[src/rtl/bitty_prefetch.sv]
// Instruction prefetcher: one outstanding ROM fetch feeding a small in-order queue.
// A redirect flushes the queue and discards any response still in flight.
module bitty_prefetch #(
    parameter int             XLEN     = 32,
    parameter int             DEPTH    = 4,
    parameter logic [XLEN-1:0] RESET_PC = '0
) (
    input  logic                       clk,
    input  logic                       rst,
    output logic                       rom_ce_o,
    output logic [XLEN-1:0]            rom_addr_o,
    input  logic                       rom_valid_i,
    input  logic [XLEN-1:0]            rom_data_i,
    input  logic                       branch_flag_i,
    input  logic [XLEN-1:0]            branch_addr_i,
    output logic                       inst_valid_o,
    output logic [XLEN-1:0]            inst_o,
    output logic [XLEN-1:0]            pc_o,
    input  logic                       inst_ready_i,
    output logic [$clog2(DEPTH+1)-1:0] count_o
);

    localparam int CW = $clog2(DEPTH + 1);
    localparam int PW = $clog2(DEPTH);

    typedef enum logic [1:0] {
        ST_IDLE = 2'd0,
        ST_WAIT = 2'd1,
        ST_KILL = 2'd2
    } state_t;

    state_t            state_q, state_d;
    logic [XLEN-1:0]   fetch_pc_q, fetch_pc_d;
    logic [XLEN-1:0]   req_pc_q, req_pc_d;
    logic [PW-1:0]     wr_ptr_q, wr_ptr_d;
    logic [PW-1:0]     rd_ptr_q, rd_ptr_d;
    logic [CW-1:0]     count_q, count_d;
    logic [XLEN-1:0]   inst_mem_q [DEPTH];
    logic [XLEN-1:0]   pc_mem_q   [DEPTH];

    logic              head_valid_s;
    logic              pop_s;
    logic              push_s;
    logic              issue_s;
    logic              in_wait_s;
    logic              can_issue_s;
    logic [CW:0]       occ_s;

    // Occupancy counts the in-flight fetch so a response always has a free slot.
    assign head_valid_s = !rst && (count_q != '0);
    assign pop_s        = head_valid_s && inst_ready_i;
    assign in_wait_s    = (state_q == ST_WAIT);
    assign occ_s        = (CW+1)'(count_q) + (CW+1)'(in_wait_s) - (CW+1)'(pop_s);
    assign can_issue_s  = (state_q == ST_IDLE) || (in_wait_s && rom_valid_i);
    assign issue_s      = !rst && !branch_flag_i && can_issue_s && (occ_s < (CW+1)'(DEPTH));
    assign push_s       = !rst && in_wait_s && rom_valid_i && !branch_flag_i;

    assign rom_ce_o     = issue_s;
    assign rom_addr_o   = fetch_pc_q;
    assign inst_valid_o = head_valid_s;
    assign inst_o       = head_valid_s ? inst_mem_q[rd_ptr_q] : '0;
    assign pc_o         = head_valid_s ? pc_mem_q[rd_ptr_q] : '0;
    assign count_o      = rst ? '0 : count_q;

    // Next-state computation for the fetch FSM and queue pointers.
    always_comb begin
        state_d    = state_q;
        fetch_pc_d = fetch_pc_q;
        req_pc_d   = req_pc_q;
        wr_ptr_d   = wr_ptr_q;
        rd_ptr_d   = rd_ptr_q;
        count_d    = count_q;
        if (branch_flag_i) begin
            wr_ptr_d   = '0;
            rd_ptr_d   = '0;
            count_d    = '0;
            fetch_pc_d = {branch_addr_i[XLEN-1:2], 2'b00};
            case (state_q)
                ST_IDLE: state_d = ST_IDLE;
                ST_WAIT: state_d = rom_valid_i ? ST_IDLE : ST_KILL;
                ST_KILL: state_d = rom_valid_i ? ST_IDLE : ST_KILL;
                default: state_d = ST_IDLE;
            endcase
        end else begin
            fetch_pc_d = issue_s ? (fetch_pc_q + XLEN'(4)) : fetch_pc_q;
            req_pc_d   = issue_s ? fetch_pc_q : req_pc_q;
            wr_ptr_d   = push_s ? (wr_ptr_q + PW'(1)) : wr_ptr_q;
            rd_ptr_d   = pop_s ? (rd_ptr_q + PW'(1)) : rd_ptr_q;
            count_d    = count_q + CW'(push_s) - CW'(pop_s);
            case (state_q)
                ST_IDLE: state_d = issue_s ? ST_WAIT : ST_IDLE;
                ST_WAIT: state_d = (rom_valid_i && !issue_s) ? ST_IDLE : ST_WAIT;
                ST_KILL: state_d = rom_valid_i ? ST_IDLE : ST_KILL;
                default: state_d = ST_IDLE;
            endcase
        end
    end

    // State registers with synchronous reset.
    always_ff @(posedge clk) begin
        if (rst) begin
            state_q    <= ST_IDLE;
            fetch_pc_q <= RESET_PC;
            req_pc_q   <= RESET_PC;
            wr_ptr_q   <= '0;
            rd_ptr_q   <= '0;
            count_q    <= '0;
        end else begin
            state_q    <= state_d;
            fetch_pc_q <= fetch_pc_d;
            req_pc_q   <= req_pc_d;
            wr_ptr_q   <= wr_ptr_d;
            rd_ptr_q   <= rd_ptr_d;
            count_q    <= count_d;
        end
    end

    // Queue storage; entries are only read while counted valid, so no reset is needed.
    always_ff @(posedge clk) begin
        if (push_s) begin
            inst_mem_q[wr_ptr_q] <= rom_data_i;
            pc_mem_q[wr_ptr_q]   <= req_pc_q;
        end
    end

endmodule
[config.mk]
export PLATFORM = sky130hd
export DESIGN_NAME = bitty_prefetch
export DESIGN_NICKNAME = d
export VERILOG_FILES = /design/src/rtl/bitty_prefetch.sv
export SDC_FILE = /design/constraint.sdc
export NUM_CORES = 1
export LEC_CHECK = 0
export ABC_AREA = 1
export CORE_MARGIN = 2
export CORE_UTILIZATION = 49
export CTS_BUF_LIST = sky130_fd_sc_hd__clkbuf_4 sky130_fd_sc_hd__clkbuf_8
export CTS_CLUSTER_SIZE = 8
export DETAILED_ROUTE_END_ITERATION = 16
export PLACE_DENSITY = 0.68
export SYNTH_ARGS = -nofsm -noshare
export SYNTH_HDL_FRONTEND = slang
export SYNTH_SLANG_ARGS = --single-unit
[constraint.sdc]
create_clock -name clk -period 8.8 [get_ports clk]
set_input_delay 2.2 -clock clk [delete_from_list [all_inputs] [get_ports clk]]
set_output_delay 2.2 -clock clk [all_outputs]
set_load 0.01 [all_outputs]
==> impl_metrics.yaml <==
cts:
  cts_htree_levels: 2
  cts_tree: "done"
  path_clk_slew_ns: 0.05
  post-cts-setup-buffers: 0
  numCtsBuffers: 50
  numClockSinks: 319
  cts_resized: 0
  clock_latency_ns: 0.55
  cts-hold-fix-buffers: 0
  clockBufferDepth: 3
  cts_root_buffer: "clkbuf_8"
outcome:
  outcome: "completed"
worst_setup_path:
  cp-start-kind: "input pin"
  r2r_slack_ns: 5.73
  path_buf_inv: 5
  path_cells: "clkdlybuf4s50_1 -> inv_4 -> nand4_2 -> ha_1 -> nand2_1 -> inv_1 -> nand3_2 -> nand2_1 -> nand2_1 -> nand2_2 -> nand3_4 -> inv_2 -> clkdlybuf4s50_1"
  critPathKind: "in2out"
  regToRegStartpoint: "state_q[1]"
  cp.arrival_ns: 5.04
  crit_family: "buffers and inverters"
  cpMaxStageDelayCell: "clkdlybuf4s50_1"
  cp_num_cells: 13
  cp_slowest_stage_delay_ns: 0.65
  worst_setup_path_end_kind: "output port"
  ff2ff_path_depth: 15
  crit_top_cell: "nand2_1"
  cp-endpoint: "rom_ce_o"
  crit_path_max_fanout: 33
  reg2reg_to: "rom_addr_o[15]"
  critPathLaunch: "rst"
  crit_required_ns: 6.60
route:
  firstDrtPassIters: 7
  wl_per_cell_um: 16.9
  drt_iter0_markers: 754
  ant_nets: 0
  drc_errors: 0
  vias_per_cell: 5.28
  vias: 9787
  routed_wl_mm: 31.3
timing:
  fin_crit_ns: 7.24
  fmax_mhz: 138
  finalHoldViolations: 0
  rsz0062_at_grt: "no"
  setup_viol: 0
  worst_pin_slew_ns: 1.15
  fin_skew_ns: 0.0238
  holdWs_ns: 0.465
  finalCritPeriodShare_pct: 82.3
  slew_violations: 0
  maxSlewHeadroom_pct: 23.4
  fin_setup_tns_ns: 0
synth:
  ys_types: 38
  syn_avg_cell_area_um2: 10.2
  yosysWarningCount: 0
  seq_area_frac_synth_pct: 65.7
  syn_area_um2: 13500
  yosys_register_bits: 319
  netlist_instances: 1326
die:
  die_x_um: 170
  core_um2: 27000
  start_util_pct: 49.9
  ioPinCount: 170
  dieArea_um2: 28900
  rows: 60
  die_h_um: 170
finish:
  drive_above_1_share_pct: 8.00
  fin_area_um2: 16300
  regArea_um2: 8870
  fin_nets: 1559
  diodes: 0
  post-route-util_pct: 60.3
  fillCellCount: 2246
  area_growth_pct: 20.7
  multi_input_area_um2: 4130
global_routing:
  grt_pass1_wl_mm: 48.8
  grt_max_degree: 102
  grt_overflow: 0
  antenna_found_initial: 0
  grtUsageTotal_pct: 21.6
  grt_pass1_vias: 9368
min_path:
  holdCritPathClass: "reg2reg"
placed_design:
  place_area_um2: 15300
  globalplace.congestion: 0.888
  portBuffers: 163
  dp_hpwl_mm: 18.2
job:
  drv_cap: 0
pwr:
  p_leak_nw: 5.74
  power.density_nw_per_um2: 184
  irDropWorstVdd_v: 0.0000898
synth_stat cells:
master / n / area [um^2]
o21ai_0: 168 / 841
nor3_4: 1 / 16.3
nand3_1: 39 / 195
inv_4: 1 / 6.26
inv_1: 40 / 150
o21a_1: 1 / 7.51
nor2_1: 344 / 1290
nor3_2: 1 / 10.0
or2_2: 1 / 6.26
o21ai_1: 1 / 5.00
nand4_1: 7 / 43.8
buf_2: 5 / 25.0
inv_2: 4 / 15.0
a21oi_1: 98 / 490
edfxtp_1: 248 / 7450
dfxtp_1: 71 / 1420
nand3b_1: 2 / 15.0
nand4_2: 1 / 12.5
nor3b_1: 1 / 7.51
buf_6: 3 / 33.8
nor3_1: 12 / 60.1
buf_1: 9 / 33.8
nand3_4: 2 / 35.0
clkbuf_1: 53 / 199
clkbuf_2: 2 / 10.0
xor2_1: 20 / 175
conb_1: 1 / 3.75
buf_4: 8 / 60.1
a211oi_1: 1 / 7.51
nor2_4: 1 / 11.3
nor4_1: 1 / 6.26
ha_1: 12 / 150
nand2_2: 3 / 18.8
fa_1: 1 / 20.0
nand2_1: 153 / 574
nand3_2: 2 / 20.0
nor2_2: 2 / 12.5
xnor2_1: 6 / 52.6
metal layers:
metal | global-route usage, % | vias up | wire, um
met5 | 0 | - | 0
met4 | 6.39 | 0 | 662
met3 | 4.09 | 57 | 2120
met2 | 34.3 | 321 | 14300
met1 | 30.4 | 4599 | 14200
li1 | - | 4810 | -
placed cells by master, fill, tap and decap left out, types with 2 or more instances in the layout:
cell type,instances
nor3_1,12
edfxtp_1,248
xnor2_1,6
xor2_1,20
a21oi_1,98
clkdlybuf4s50_1,163
nand2_1,152
clkinv_2,4
clkinv_1,6
nand4_1,7
nand3_1,39
nand3_2,2
o21ai_0,168
ha_1,12
nand3_4,2
inv_2,4
clkbuf_8,51
nor2_2,2
conb_1,4
nand3b_1,2
inv_1,39
nor2_4,5
dfxtp_1,69
buf_4,12
nor2_1,340
nand2_2,4
clkbuf_4,26
cell type report:
type / instances / share of cell area [%]
Inverter: 45 / 1.06
Multi-Input combinational cell: 885 / 25.4
Sequential cell: 319 / 54.5
Tap cell: 341 / 2.62
Clock buffer: 77 / 5.51
Timing Repair Buffer: 176 / 10.7
Clock inverter: 10 / 0.277
per-stage QoR:
stage / worst slack (ns) / power [mW] / std cells
2_1_floorplan: 2.94 / 1.77 / 1329
3_3_place_gp: 1.56 / 1.84 / 1766
3_5_place_dp: 1.51 / 1.85 / 1766
4_1_cts: 1.51 / 3.01 / 1853
5_1_grt: 1.32 / 3.10 / 1853
6_report: 1.56 / 2.99 / 1853
report_power, final:
group	leakage, nW	total [mW]	switching (mW)	internal, mW
clock network	0.508	1.17	0.529	0.644
logic	2.36	0.140	0.0736	0.0661
registers	2.87	1.68	0.0314	1.65
total	5.74	2.99	0.634	2.36
how the worst min path moves through the flow:
stage / endpoint / cells past startpoint / startpoint / slack [ns]
floorplan: flip-flop / 2 / rd_ptr_q[0] / 0.45
global placement: flip-flop / 2 / rd_ptr_q[0] / 0.45
detailed placement: flip-flop / 2 / rd_ptr_q[0] / 0.46
CTS: flip-flop / 2 / rd_ptr_q[0] / 0.47
global route: pc_mem_q[2][19] / 0 / req_pc_q[19] / 0.51
finish: flip-flop / 2 / rd_ptr_q[0] / 0.46
registers in the layout, indices dropped and copies added, names as in the netlist, named ones only:
signal	cells
rd_ptr_q	2
rom_addr_o	30
state_q	2
pc_mem_q	120
wr_ptr_q	2
req_pc_q	30
inst_mem_q	128
count_q	3
cells by family after synthesis:
| logic type | synth area share (%) |
|---|---|
| simple gates | 17.3 |
| other cells | 0.0278 |
| buf+inv | 3.95 |
| flops | 65.7 |
| compound gates | 10.0 |
| fa+ha+maj | 1.26 |
| xor+xnor | 1.69 |
worst reg2reg max path, delay by kind of cell, from the launching register on:
kind            cells  cell delay (ns)
simple gates        8             1.24
flops               1             0.35
fa+ha+maj           2             0.53
compound gates      1             0.08
buf+inv             4             0.71
(Power assumes the default switching activity.)
